[src/rtl/output_channel_buffer.sv]
// ---------------------------------------------------------------------------
// output_channel_buffer
//
// Two-entry in-order output buffer sitting between a router crossbar and the
// downstream input buffer of the next hop (or the local PE). Packets routed to
// a neighbour have their hop field decremented on the way in. A packet that
// arrives with an exhausted hop count and is still headed for a neighbour
// is stored untouched and raises a sticky error flag.
//
// Parameters
//   WIDTH    packet width in bits
//   HOP_MSB  MSB of the 8-bit hop field (bits HOP_MSB:HOP_MSB-7)
//
// Ports
//   clk      clock, all state updates on the rising edge
//   reset    asynchronous active-low reset
//   di       packet from the crossbar, sampled when wi=1
//   wi       write strobe (grant issued)
//   to_pe    1 = packet goes to the local PE, hop field left alone
//   full     backpressure to the arbiter, both entries occupied
//   so       send-out valid to downstream
//   ro       ready-out from downstream
//   dout     head packet, zero when the buffer is empty
//   hop_err  sticky flag: hop=0 packet routed to a neighbour
//   pkt_cnt  wrapping count of packets transferred downstream
// ---------------------------------------------------------------------------
module output_channel_buffer #(
    parameter int WIDTH   = 64,
    parameter int HOP_MSB = 55
) (
    input  logic             clk,
    input  logic             reset,
    input  logic [WIDTH-1:0] di,
    input  logic             wi,
    input  logic             to_pe,
    output logic             full,
    output logic             so,
    input  logic             ro,
    output logic [WIDTH-1:0] dout,
    output logic             hop_err,
    output logic [15:0]      pkt_cnt
);

    logic [WIDTH-1:0] head;
    logic [WIDTH-1:0] tail;
    logic [1:0]       count;

    logic [WIDTH-1:0] head_next;
    logic [WIDTH-1:0] tail_next;
    logic [1:0]       count_next;
    logic [WIDTH-1:0] wdata;
    logic [7:0]       hop_in;
    logic             accept;
    logic             pop;
    logic             hop_zero_fwd;

    // Outputs come straight from registered state so nothing from di/wi/ro
    // reaches so/dout/full combinationally.
    assign full = (count == 2'd2);
    assign so   = (count != 2'd0);
    assign dout = so ? head : '0;

    assign accept       = wi && !full;
    assign pop          = so && ro;
    assign hop_in       = di[HOP_MSB -: 8];
    assign hop_zero_fwd = accept && !to_pe && (hop_in == 8'd0);

    // Hop decrement for neighbour-bound packets; a zero hop is kept as zero
    // rather than wrapping to 8'hFF.
    always_comb begin
        wdata = di;
        if (!to_pe && (hop_in != 8'd0)) begin
            wdata[HOP_MSB -: 8] = hop_in - 8'd1;
        end
    end

    // FIFO bookkeeping. A pop at count=2 shifts tail into head; a write at
    // count=1 together with a pop lands the new packet directly in head.
    always_comb begin
        head_next  = head;
        tail_next  = tail;
        count_next = count;
        case (count)
            2'd0: begin
                if (accept) begin
                    head_next  = wdata;
                    count_next = 2'd1;
                end
            end
            2'd1: begin
                if (accept && pop) begin
                    head_next = wdata;
                end else if (accept) begin
                    tail_next  = wdata;
                    count_next = 2'd2;
                end else if (pop) begin
                    count_next = 2'd0;
                end
            end
            default: begin
                if (pop) begin
                    head_next  = tail;
                    count_next = 2'd1;
                end
            end
        endcase
    end

    always_ff @(posedge clk or negedge reset) begin
        if (!reset) begin
            head    <= '0;
            tail    <= '0;
            count   <= 2'd0;
            hop_err <= 1'b0;
            pkt_cnt <= 16'd0;
        end else begin
            head  <= head_next;
            tail  <= tail_next;
            count <= count_next;
            if (hop_zero_fwd) begin
                hop_err <= 1'b1;
            end
            if (pop) begin
                pkt_cnt <= pkt_cnt + 16'd1;
            end
        end
    end

endmodule

[config.mk]
export PLATFORM = sky130hd
export DESIGN_NAME = output_channel_buffer
export DESIGN_NICKNAME = d
export VERILOG_FILES = /design/src/rtl/output_channel_buffer.sv
export SDC_FILE = /design/constraint.sdc
export NUM_CORES = 1
export LEC_CHECK = 0
export ABC_CLOCK_PERIOD_IN_PS = 1400
export BUFFER_PORTS_ARGS = -buffer_cell sky130_fd_sc_hd__buf_2
export CORE_AREA = 2 2 134 136
export CTS_BUF_LIST = sky130_fd_sc_hd__clkbuf_8
export DETAILED_ROUTE_END_ITERATION = 8
export DIE_AREA = 0 0 136 138
export GPL_TIMING_DRIVEN = 0
export PLACE_DENSITY = 0.71
export SLEW_MARGIN = 15
export SYNTH_ARGS = -nofsm -noshare
export SYNTH_HDL_FRONTEND = slang
export SYNTH_SLANG_ARGS = --single-unit
[constraint.sdc]
create_clock -name clk -period 1.4 [get_ports clk]
set_input_delay 0.14 -clock clk [delete_from_list [all_inputs] [get_ports clk]]
set_output_delay 0.14 -clock clk [all_outputs]
set_load 0.01 [all_outputs]
After elaboration in Yosys (flattened, before gate mapping) --
Cells that the tools add are included. W data, S select, Z words.
Word-level totals: bits of input ports 69, register bits after elaboration 147, output and inout bits 83
Operators by class: reductions and logical operators 16, eq/ne operators 6, bitwise logic cells 1, add/subtract/negate cells 2, mux-type cells 12
Operators with widths (number):
- $mux W64 | 4
- $pmux W64 S2 | 1
- $add A16 B1 Y16 const B | 1
- $mux W2 | 5
- $logic_not A8 Y1 | 1
- $mux W8 | 1
- $reduce_bool A8 Y1 | 1
- $sub A8 B1 Y8 const B | 1
- $logic_and A1 B1 Y1 | 6
- $ne A2 B2 Y1 const B | 3
- $reduce_and A3 Y1 | 2
- $pmux W2 S2 | 1
- $reduce_and A4 Y1 | 1
- $ne A3 B3 Y1 const B | 1
- $reduce_bool A3 Y1 | 1
- $eq A2 B1 Y1 const B | 1
- $eq A2 B2 Y1 const B | 1
- $logic_not A1 Y1 | 2
- $logic_not A2 Y1 | 1
- $reduce_bool A2 Y1 | 1
- $not A1 Y1 | 1

Longest topological paths before layout --
Gate-level depths: netlist of the first run.
word-level depth 6, depth in mapped cells 7, gate-level depth less buffers 6

Worst setup path after synthesis of the first run --
Ideal clock, no wire load.
path kind reg-to-reg, start register count[1], end register tail[0], path slack -142 ps, stages on the path, launching flop included 5, data required time 1275 ps, arrival 1417 ps, period minus slack after synthesis 1542 ps, cells stage by stage dfrtp_1 buf_2 nor3_2 buf_2 mux2_2
On the way: longest elaborated chain between the ends 6, elaborated cells on any way between the ends 9
Ends and longest elaborated chain:
- start: declaration | RTL line 46 | logic [1:0] count;
- start signal: assignment | RTL line 119 | count <= count_next;
- $eq A2 B2 Y1 | RTL line 59 | assign full = (count == 2'd2);
- $logic_not A1 Y1 | RTL line 63 | assign accept = wi && !full;
- $logic_and A1 B1 Y1 | RTL line 63
- $logic_and A1 B1 Y1 | RTL line 91 | if (accept && pop) begin
- $not A1 Y1 (no line)
- $reduce_and A3 Y1 (no line) (*)
- end signal: assignment | RTL line 118 | tail <= tail_next;
- end: declaration | RTL line 45 | logic [WIDTH-1:0] tail;
Every way passes the cells marked *; elsewhere a longest branch is shown, timed or not. A chain may end at the register's enable or synchronous reset.

Worst setup path in the final report of the first run --
start register count[1], end output dout[48]
On the way: longest elaborated chain between the ends 2
Ends and longest elaborated chain:
- $reduce_bool A2 Y1 | RTL line 60 | assign so = (count != 2'd0);
- $mux W64 | RTL line 61 | assign dout = so ? head : '0;
- end: declaration | RTL line 39 | output logic [WIDTH-1:0] dout,
Every way passes these cells.

==> flow_summary.ini, run 1 <==
[run_status]
outcome = complete, but fails checks
violations = negative setup slack

[sta]
setup_slack_ns = -0.449
fin_crit_sh_pct = 132
rsz0062_at_grt = true
drv_slew = 0
finalSetupViolations = 204
worstMarginPinSlew_ns = 0.596
relSlewSlack_pct = 60.1
clock_skew_ns = 0.0109
final-hold-violation-count = 0
max_freq_mhz = 541
period_minus_slack_ns = 1.85

[worst_setup_path]
r2r.worst_path.cells = 7
crit_family = buffers and inverters
crit_required_ns = 1.26
rr_startpoint = count[1]
crit_path_cell_trace = nor2_4, inv_4, clkbuf_16, clkbuf_16, and2_4, buf_6
crit_type = reg2out
max_stage_delay_ns = 0.44
cp.arrival_ns = 1.71
critPathCaptureType = primary output
path_max_fanout = 6
crit_path_top_delay_cell = dfrtp_2
r2r_slack_ns = -0.37
worstSetupStartpointType = flip-flop
cp-startpoint = count[1]
critPathCapture = dout[48]
crit_cells = 6
r2r_end = tail[2]
path_common_cell = clkbuf_16
cp_num_buf_inv = 4

[cells_and_area]
fin_cells = 1140
fin_nets = 968
drive_gt1_share_pct = 57.8
area_growth_syn_to_layout_pct = 68.9

[power_and_ir_drop]
leakage_uw = 0.00541
p_total_uw = 17600
ir_worst_vdd_mv = 0.826
powerDensity_mw_per_mm2 = 1530

[detailed_routing]
first_pass_iters = 4
drt-initial-drc-count = 214
detail-route-antenna-nets = 0
drc = 0
viasPerCell = 5.00
routed_wl_um = 21900
wire_per_inst_um = 19.2
via_count = 5702

[clock_tree]
cts_max_path_buffers = 2
cts_tree = built
path_clk_slew_ns = 0.08
htree_levels = 4
numCtsBuffers = 17
cts_root_buf = clkbuf_8
clock_latency_ns = 0.45
clkSinkCount = 147

[synthesis]
synth_edf_count = 0
yosys.area.top_type_share_pct = 54.1
yosysTopAreaCell = dfrtp_1
synth-seq-cells = 147
yosysUniqueCellTypes = 41
syn_avg_cell_area_um2 = 11.2
ys_async_sr_fraction_pct = 100
yosys-top-cells-count = dfrtp_1 (147), nand2_1 (69), and2_1 (65)
synth_area_leaders = dfrtp_1 (54%), mux2i_1 (9.1%), mux2_2 (8.9%)
ys_seq_area_share_pct = 54.1
synth_ff_type = dfrtp_1
yosysMostFrequentCell = dfrtp_1
netlist_area_mm2 = 0.00680
syn_nets = 679
synth_cells = 607
ys_warn_count = 0

[grt]
grt_pass1_vias = 6014
grt_max_degree = 103
grt_pass1_wl_um = 31800
grt_usage_pct = 22.1
antenna_found_initial = 5
grt_overflow = 0

[run]
drv_cap = 0

[placement]
io_buffers = 150
gp_congestion = 0.760
dp_cells = 987
hpwlAfterDp_um = 11200

[floorplan]
dieArea_mm2 = 0.0188
die_x_um = 136
ioPinCount = 152
core-area_mm2 = 0.0175
rows = 49
floorplan.initialDensity_pct = 38.8
dieHeight_um = 138

[hold_path]
min_path_type = in2reg
hold_path.startpoint = di[55]
[where the power goes]
part | switching (µW) | internal (µW)
Clock | 1710 | 2110
Sequential | 999 | 5590
Combinational | 2860 | 4350
Total | 5570 | 12100
[worst min-delay path by stage]
| stage | to | slack (ns) | cells past startpoint |
|---|---|---|---|
| CTS | tail[48] | 0.03 | 3 |
| detailed placement | head[7] | 0.06 | 1 |
| global placement | tail[61] | 0.38 | 2 |
| global route | head[55] | 0.06 | 3 |
| floorplan | count[0] | -0.16 | 0 |
| finish | head[55] | 0.07 | 3 |
[layout make-up]
type | instances | area (µm²)
multi-input cells | 416 | 3840
inverters | 7 | 32.5
flip-flops and latches | 147 | 3690
repair buffers | 279 | 2730
fillers | 1310 | 6050
diodes | 2 | 5.00
well taps | 229 | 287
clock inverters | 15 | 215
plain buffers | 28 | 459
clock buffers | 17 | 234
[layout by cell type, fill, tap and decap left out, drive strengths merged, types with 16 or more instances in the layout]
master / synthesis / layout
and2: 65 / 65
mux2: 58 / 58
nor2: 16 / 16
clkbuf: 16 / 35
buf: 21 / 232
mux2i: 62 / 62
nand2: 69 / 69
a21oi: 21 / 21
o21ai: 63 / 63
dlygate4sd3: 0 / 57
dfrtp: 147 / 147
[what timing repair did]
action / 4_1_cts / 5_1_grt
endpoints found under the setup margin: 201 / 207
resized for setup: 317 / 234
cloned: 23 / 4
hold endpoints to repair: 155 / 0
hold buffers: 57 / 0
pin swaps: 61 / 83
setup buffers: 43 / 13
[routing by layer]
metal  vias up  wire (µm)  GRT usage (%)
li1       2667          -              -
met2       147      11500           38.5
met5         -         22              0
met1      2860       8980           26.8
met3        24       1150           5.68
met4         4        245           6.52
[logic make-up after synthesis]
family / after synthesis / share of synthesized area [%]
AOI/OAI and AO/OA: 95 / 7.56
adders and majority gates: 3 / 0.552
xor gates and xnor gates: 16 / 2.06
buffers and inverters: 44 / 2.82
muxes: 120 / 18.7
and+or+nand+nor: 182 / 14.2
DFF: 147 / 54.1
[sequential cells by signal (all words and copies together), names as in the netlist]
name,cells
count,2
head,64
hop_err,1
pkt_cnt,16
tail,64
[tightest hold or removal path, stage by stage]
cell and delay (ns):
buf_2 0.11, mux2i_1 0.09, o21ai_1 0.14
[per-stage QoR]
stage,util (%),hold slack (ns),instance area [µm²],setup WS [ns],setup TNS [ns]
final,65.5,0.0745,11500,-0.449,-62.20
after global routing,65.5,0.0605,11500,-0.508,-74.14
after CTS,61.8,0.0275,10800,-0.496,-70.32
after detailed placement,45.2,0.0612,7930,-0.695,-94.95
after global placement,45.0,0.376,7890,-2.35,-395.20
after floorplan,-,-0.156,6850,-0.0564,-3.13
Power figures use the tool's default switching activity.
==> run 2, diff against run 1 <==
--- a/config.mk
+++ b/config.mk
@@ -5,14 +5,13 @@
 export SDC_FILE = /design/constraint.sdc
 export NUM_CORES = 1
 export LEC_CHECK = 0
-export ABC_CLOCK_PERIOD_IN_PS = 1400
+export ABC_CLOCK_PERIOD_IN_PS = 1830
 export BUFFER_PORTS_ARGS = -buffer_cell sky130_fd_sc_hd__buf_2
 export CORE_AREA = 2 2 134 136
 export CTS_BUF_LIST = sky130_fd_sc_hd__clkbuf_8
 export DETAILED_ROUTE_END_ITERATION = 8
 export DIE_AREA = 0 0 136 138
 export GPL_TIMING_DRIVEN = 0
-export PLACE_DENSITY = 0.71
 export SLEW_MARGIN = 15
 export SYNTH_ARGS = -nofsm -noshare
 export SYNTH_HDL_FRONTEND = slang
==> constraint.sdc (replaced) <==
create_clock -name clk -period 1.83 [get_ports clk]
set_input_delay 0.183 -clock clk [delete_from_list [all_inputs] [get_ports clk]]
set_output_delay 0.183 -clock clk [all_outputs]
set_load 0.01 [all_outputs]
==> run 2 against run 1 <==
Net effect:
- cell area is 15% lower
- highest routed layer is now met4
- combinational power shrank 45%
- critical path type unchanged
- largest cell class is now flip-flops and latches
- non-clock buffer count fell by 42
- the run still ends with negative setup slack left
==> flow_summary.ini, run 2 (synthesis results as in run 1) <==
[run_status]
outcome = complete, but fails checks
violations = negative setup slack

[cells_and_area]
final_area_mm2 = 0.00971
area_growth_syn_to_layout_pct = 42.8
reg_top3 = head (64), tail (64), pkt_cnt (16)
final_util_pct = 55.4
final_common_cell = dfrtp_1
fin_nets = 926
final_cell_mix = dfrtp_1 (146), buf_2 (114), nand2_1 (69)
drive_gt1_share_pct = 40.0

[detailed_routing]
wire_per_inst_um = 16.3
first_pass_iters = 4
routed_wl_um = 17900
drc = 0
drt-initial-drc-count = 275
via_count = 5406
detail-route-antenna-nets = 0
viasPerCell = 4.94

[sta]
relSlewSlack_pct = 55.9
setup_slack_ns = -0.101
drv_slew = 0
final-hold-violation-count = 0
fin_crit_sh_pct = 106
clock_skew_ns = 0.0111
finalSetupViolations = 60
max_freq_mhz = 518
rsz0062_at_grt = true
worstMarginPinSlew_ns = 0.661
period_minus_slack_ns = 1.93
fin_setup_tns_ns = -4.61

[run]
drv_cap = 0

[hold_path]
min_path_type = in2reg
hold_path.startpoint = di[51]
hold_end = tail[51]
whs_path_depth = 3

[worst_setup_path]
path_max_fanout = 7
crit_type = reg2out
r2r.worst_path.cells = 7
r2r_end = tail[25]
critPathCaptureType = primary output
worstSetupStartpointType = flip-flop
rr_startpoint = count[1]
cp.arrival_ns = 1.75
r2r_slack_ns = 0.07
crit_path_top_delay_cell = dfrtp_1
crit_required_ns = 1.65
cp_num_buf_inv = 5
crit_path_cell_trace = buf_6, nor2_4, inv_4, clkbuf_16, clkbuf_16, and2_4, buf_6
max_stage_delay_ns = 0.38
crit_family = buffers and inverters

[grt]
grt_usage_pct = 20.1
grt_pass1_wl_um = 29600
grt_max_degree = 110
grt_pass1_vias = 5725
grt_overflow = 0
antenna_found_initial = 1

[clock_tree]
htree_levels = 4
cts_tree = built
cts_max_path_buffers = 2
cts_root_buf = clkbuf_8
clock_latency_ns = 0.45
numCtsBuffers = 17
clkSinkCount = 147
path_clk_slew_ns = 0.08

[placement]
io_buffers = 150
gp_congestion = 0.762
hpwlAfterDp_um = 11900
placed_area_mm2 = 0.00787
pre_cts_ws_ns = -0.457

[floorplan]
ioPinCount = 152
core-area_mm2 = 0.0175
die_x_um = 136
dieArea_mm2 = 0.0188
rows = 49
floorplan.initialDensity_pct = 38.8
dieHeight_um = 138

[power_and_ir_drop]
powerDensity_mw_per_mm2 = 1200
p_total_uw = 11600
ir_worst_vdd_mv = 0.657
leakage_uw = 0.00451
run 2: changes by cell type in the layout (fill, tap and decap cells not counted), sizes merged:
cell,previous run,this run
buf,232,182
bufinv,5,4
clkbuf,35,48
clkinv,7,2
clkinvlp,3,2
diode,2,1
run 2: how the worst max path moves through the flow:
stage | from | to | cells past startpoint
after CTS | count[1] | dout[21] | 7
final | count[1] | dout[29] | 7
after global routing | count[1] | dout[29] | 7
after detailed placement | count[1] | head[13] | 6
after global placement | reset | tail[6] | 1
after floorplan | count[1] | tail[0] | 4
run 2: cell type report:
cell class,instances,area (µm²)
Buffer,37,324
Clock buffer,22,303
Multi-Input combinational cell,416,3080
Inverter,7,28.8
Sequential cell,147,3680
Tap cell,229,287
Fill cell,1507,7830
Clock inverter,8,149
Timing Repair Buffer,228,1850
Antenna cell,1,2.50
run 2: tightest hold or removal path: cells and delay by family:
kind	cells	cell delay, ns
compound gates	2	0.21
buf+inv	1	0.15
run 2: what timing repair did:
item                                   in CTS  in global routing
hold buffers                               57                  0
pin swaps                                  37                  8
endpoints found under the hold margin      94                  0
resized for setup                         127                 26
gates cloned                                7                  0
setup endpoints to repair                 192                129
setup buffers                              10                  4
run 2: through the flow:
step,hold slack [ns],std cells
2_1_floorplan,-0.113,607
3_3_place_gp,0.424,986
3_5_place_dp,0.0843,987
5_1_grt,0.127,1094
4_1_cts,0.0932,1091
6_report,0.127,1095
run 2: metal layers:
layer  track usage [%]  vias to the layer above  share of wire (%)
li1                  -                     2576                  -
met1              25.2                     2676                 42
met2              33.2                      136                 50
met3              6.67                       18                7.3
met4              5.15                        0                1.0
met5                 0                        -                  0
run 2: where the power goes:
| group | internal, µW | switching (µW) | total, µW |
|---|---|---|---|
| logic | 2250 | 1680 | 3930 |
| clock network | 1650 | 1220 | 2880 |
| registers | 4270 | 574 | 4840 |
==> run 3, diff against run 2 <==
--- a/config.mk
+++ b/config.mk
@@ -12,6 +12,7 @@
 export DETAILED_ROUTE_END_ITERATION = 8
 export DIE_AREA = 0 0 136 138
 export GPL_TIMING_DRIVEN = 0
+export PLACE_DENSITY = 0.63
 export SLEW_MARGIN = 15
 export SYNTH_ARGS = -nofsm -noshare
 export SYNTH_HDL_FRONTEND = slang
==> run 3 against run 2 <==
Net effect:
- the run still ends with negative setup slack left
- combinational power is 2% lower
- cell area decreased by 1.4%
- setup slack better by 0.011 ns
- critical path depth unchanged
- core utilization shrank 0.76 points
- first-iteration DRC count shrank 31%
- sequential power hardly changed
- highest routed layer is now met5
==> flow_summary.ini, run 3 (synthesis results as in run 1) <==
[worst_setup_path]
crit_family = buffers and inverters
cp.arrival_ns = 1.74
max_stage_delay_ns = 0.38
crit_required_ns = 1.65
cp-startpoint = count[1]
critPathCaptureType = primary output
r2r.worst_path.cells = 5
rr_startpoint = count[0]
crit_type = reg2out
cp_num_buf_inv = 5
crit_path_cell_trace = buf_6, nor2_4, inv_4, clkbuf_16, clkbuf_16, and2_4, buf_6
r2r_slack_ns = 0.12
worstSetupStartpointType = flip-flop
r2r_end = tail[23]
crit_path_top_delay_cell = dfrtp_1
path_max_fanout = 6

[power_and_ir_drop]
leakage_uw = 0.00447
powerDensity_mw_per_mm2 = 1150
pwr-share-seq_pct = 43.6
pwr-share-comb_pct = 35.0
p_sw_uw = 3580
p_sw_share_pct = 32.4
clock_power_share_pct = 21.4
p_total_uw = 11000
intPower_uw = 7470
ir_worst_vdd_mv = 0.585

[placement]
gp_congestion = 0.795
pre_cts_ws_ns = -0.437
io_buffers = 150
hpwlAfterDp_um = 11200

[cells_and_area]
drive_gt1_share_pct = 40.0
fin_nets = 923
area_growth_syn_to_layout_pct = 40.8
final_common_cell = dfrtp_1
diodes = 0
multi_input_area_mm2 = 0.00307
fillCellCount = 1560
final_cell_mix = dfrtp_1 (146), buf_2 (118), nand2_1 (69)
regArea_mm2 = 0.00368
reg_top3 = head (64), tail (64), pkt_cnt (16)

[clock_tree]
cts_max_path_buffers = 2
cts_root_buf = clkbuf_8
cts_tree = built
clock_latency_ns = 0.45
path_clk_slew_ns = 0.09
clkSinkCount = 147
htree_levels = 4
numCtsBuffers = 17

[grt]
grt_usage_pct = 19.7
grt_pass1_wl_um = 28700
grt_max_degree = 85
antenna_found_initial = 1
grt_pass1_vias = 5621
grt_overflow = 0

[run_status]
outcome = complete, but fails checks
violations = negative setup slack

[detailed_routing]
first_pass_iters = 4
via_count = 5303
wire_per_inst_um = 16.0
detail-route-antenna-nets = 0
drc = 0
drt-initial-drc-count = 191
viasPerCell = 4.85
routed_wl_um = 17500

[floorplan]
dieArea_mm2 = 0.0188
core-area_mm2 = 0.0175
rows = 49
floorplan.initialDensity_pct = 38.8
die_x_um = 136
dieHeight_um = 138
ioPinCount = 152

[sta]
worstMarginPinSlew_ns = 0.693
fin_crit_sh_pct = 105
final-hold-violation-count = 0
relSlewSlack_pct = 53.8
max_freq_mhz = 521
drv_slew = 0
setup_slack_ns = -0.0901
rsz0062_at_grt = true
clock_skew_ns = 0.00908
finalSetupViolations = 54
period_minus_slack_ns = 1.92

[hold_path]
whs_path_depth = 3
hold_path.startpoint = di[48]
hold_end = tail[48]
min_path_type = in2reg

[run]
drv_cap = 0
## run 3: power by group through the flow
stage	clock network (µW)	logic, µW	registers (µW)
detailed placement	0	2880	4860
finish	2360	3870	4820
floorplan	0	1850	4740
CTS	2450	3900	4820
global placement	0	2820	4810
global route	2600	4250	4960
## run 3: layer usage
metal | vias to the layer above | global-route usage (%) | share of wire, %
met4 | 2 | 6.25 | 1.5
li1 | 2574 | - | -
met1 | 2585 | 24.7 | 45
met2 | 119 | 32.2 | 48
met5 | - | 0 | 0.063
met3 | 23 | 6.16 | 5.6
## run 3: layout make-up
type | instances | share of cell area (%)
plain buffers | 37 | 3.41
clock buffers | 17 | 2.44
clock inverters | 15 | 1.28
inverters | 7 | 0.301
multi-input cells | 416 | 32.1
flip-flops and latches | 147 | 38.4
well taps | 229 | 2.99
repair buffers | 225 | 19.1
## run 3: what timing repair did
item / CTS / global route
buffers inserted: 10 / 0
hold buffers: 57 / 0
resized for setup: 141 / 14
endpoints found under the hold margin: 126 / 0
pin swaps: 56 / 0
gates cloned: 7 / 0
endpoints found under the setup margin: 191 / 120
## run 3: metrics by stage
step                cells  instance area [µm²]  util [%]  hold WS [ns]  setup TNS (ns)
floorplan             607                 6800         -        -0.113               0
global route         1093                 9570      54.6        0.0749           -7.75
finish               1093                 9570      54.6         0.100           -3.43
detailed placement    987                 7870      44.9         0.158          -51.16
CTS                  1093                 9550      54.5        0.0650           -5.47
global placement      986                 7840      44.7         0.424         -296.97
## run 3: how the worst max path moves through the flow
stage	end	slack (ns)	cells past startpoint
after floorplan	tail[0]	0.29	4
after global placement	head[5]	-1.70	1
after detailed placement	dout[48]	-0.44	7
after CTS	dout[48]	-0.12	7
after global routing	dout[48]	-0.16	7
final	dout[40]	-0.09	7
## run 3: worst reg2reg max path: stages (launching register included)
cell     delay, ns
dfrtp_2       0.42
nand2_1       0.13
nor3_4        0.22
buf_4         0.16
buf_2         0.30
mux2_2        0.38
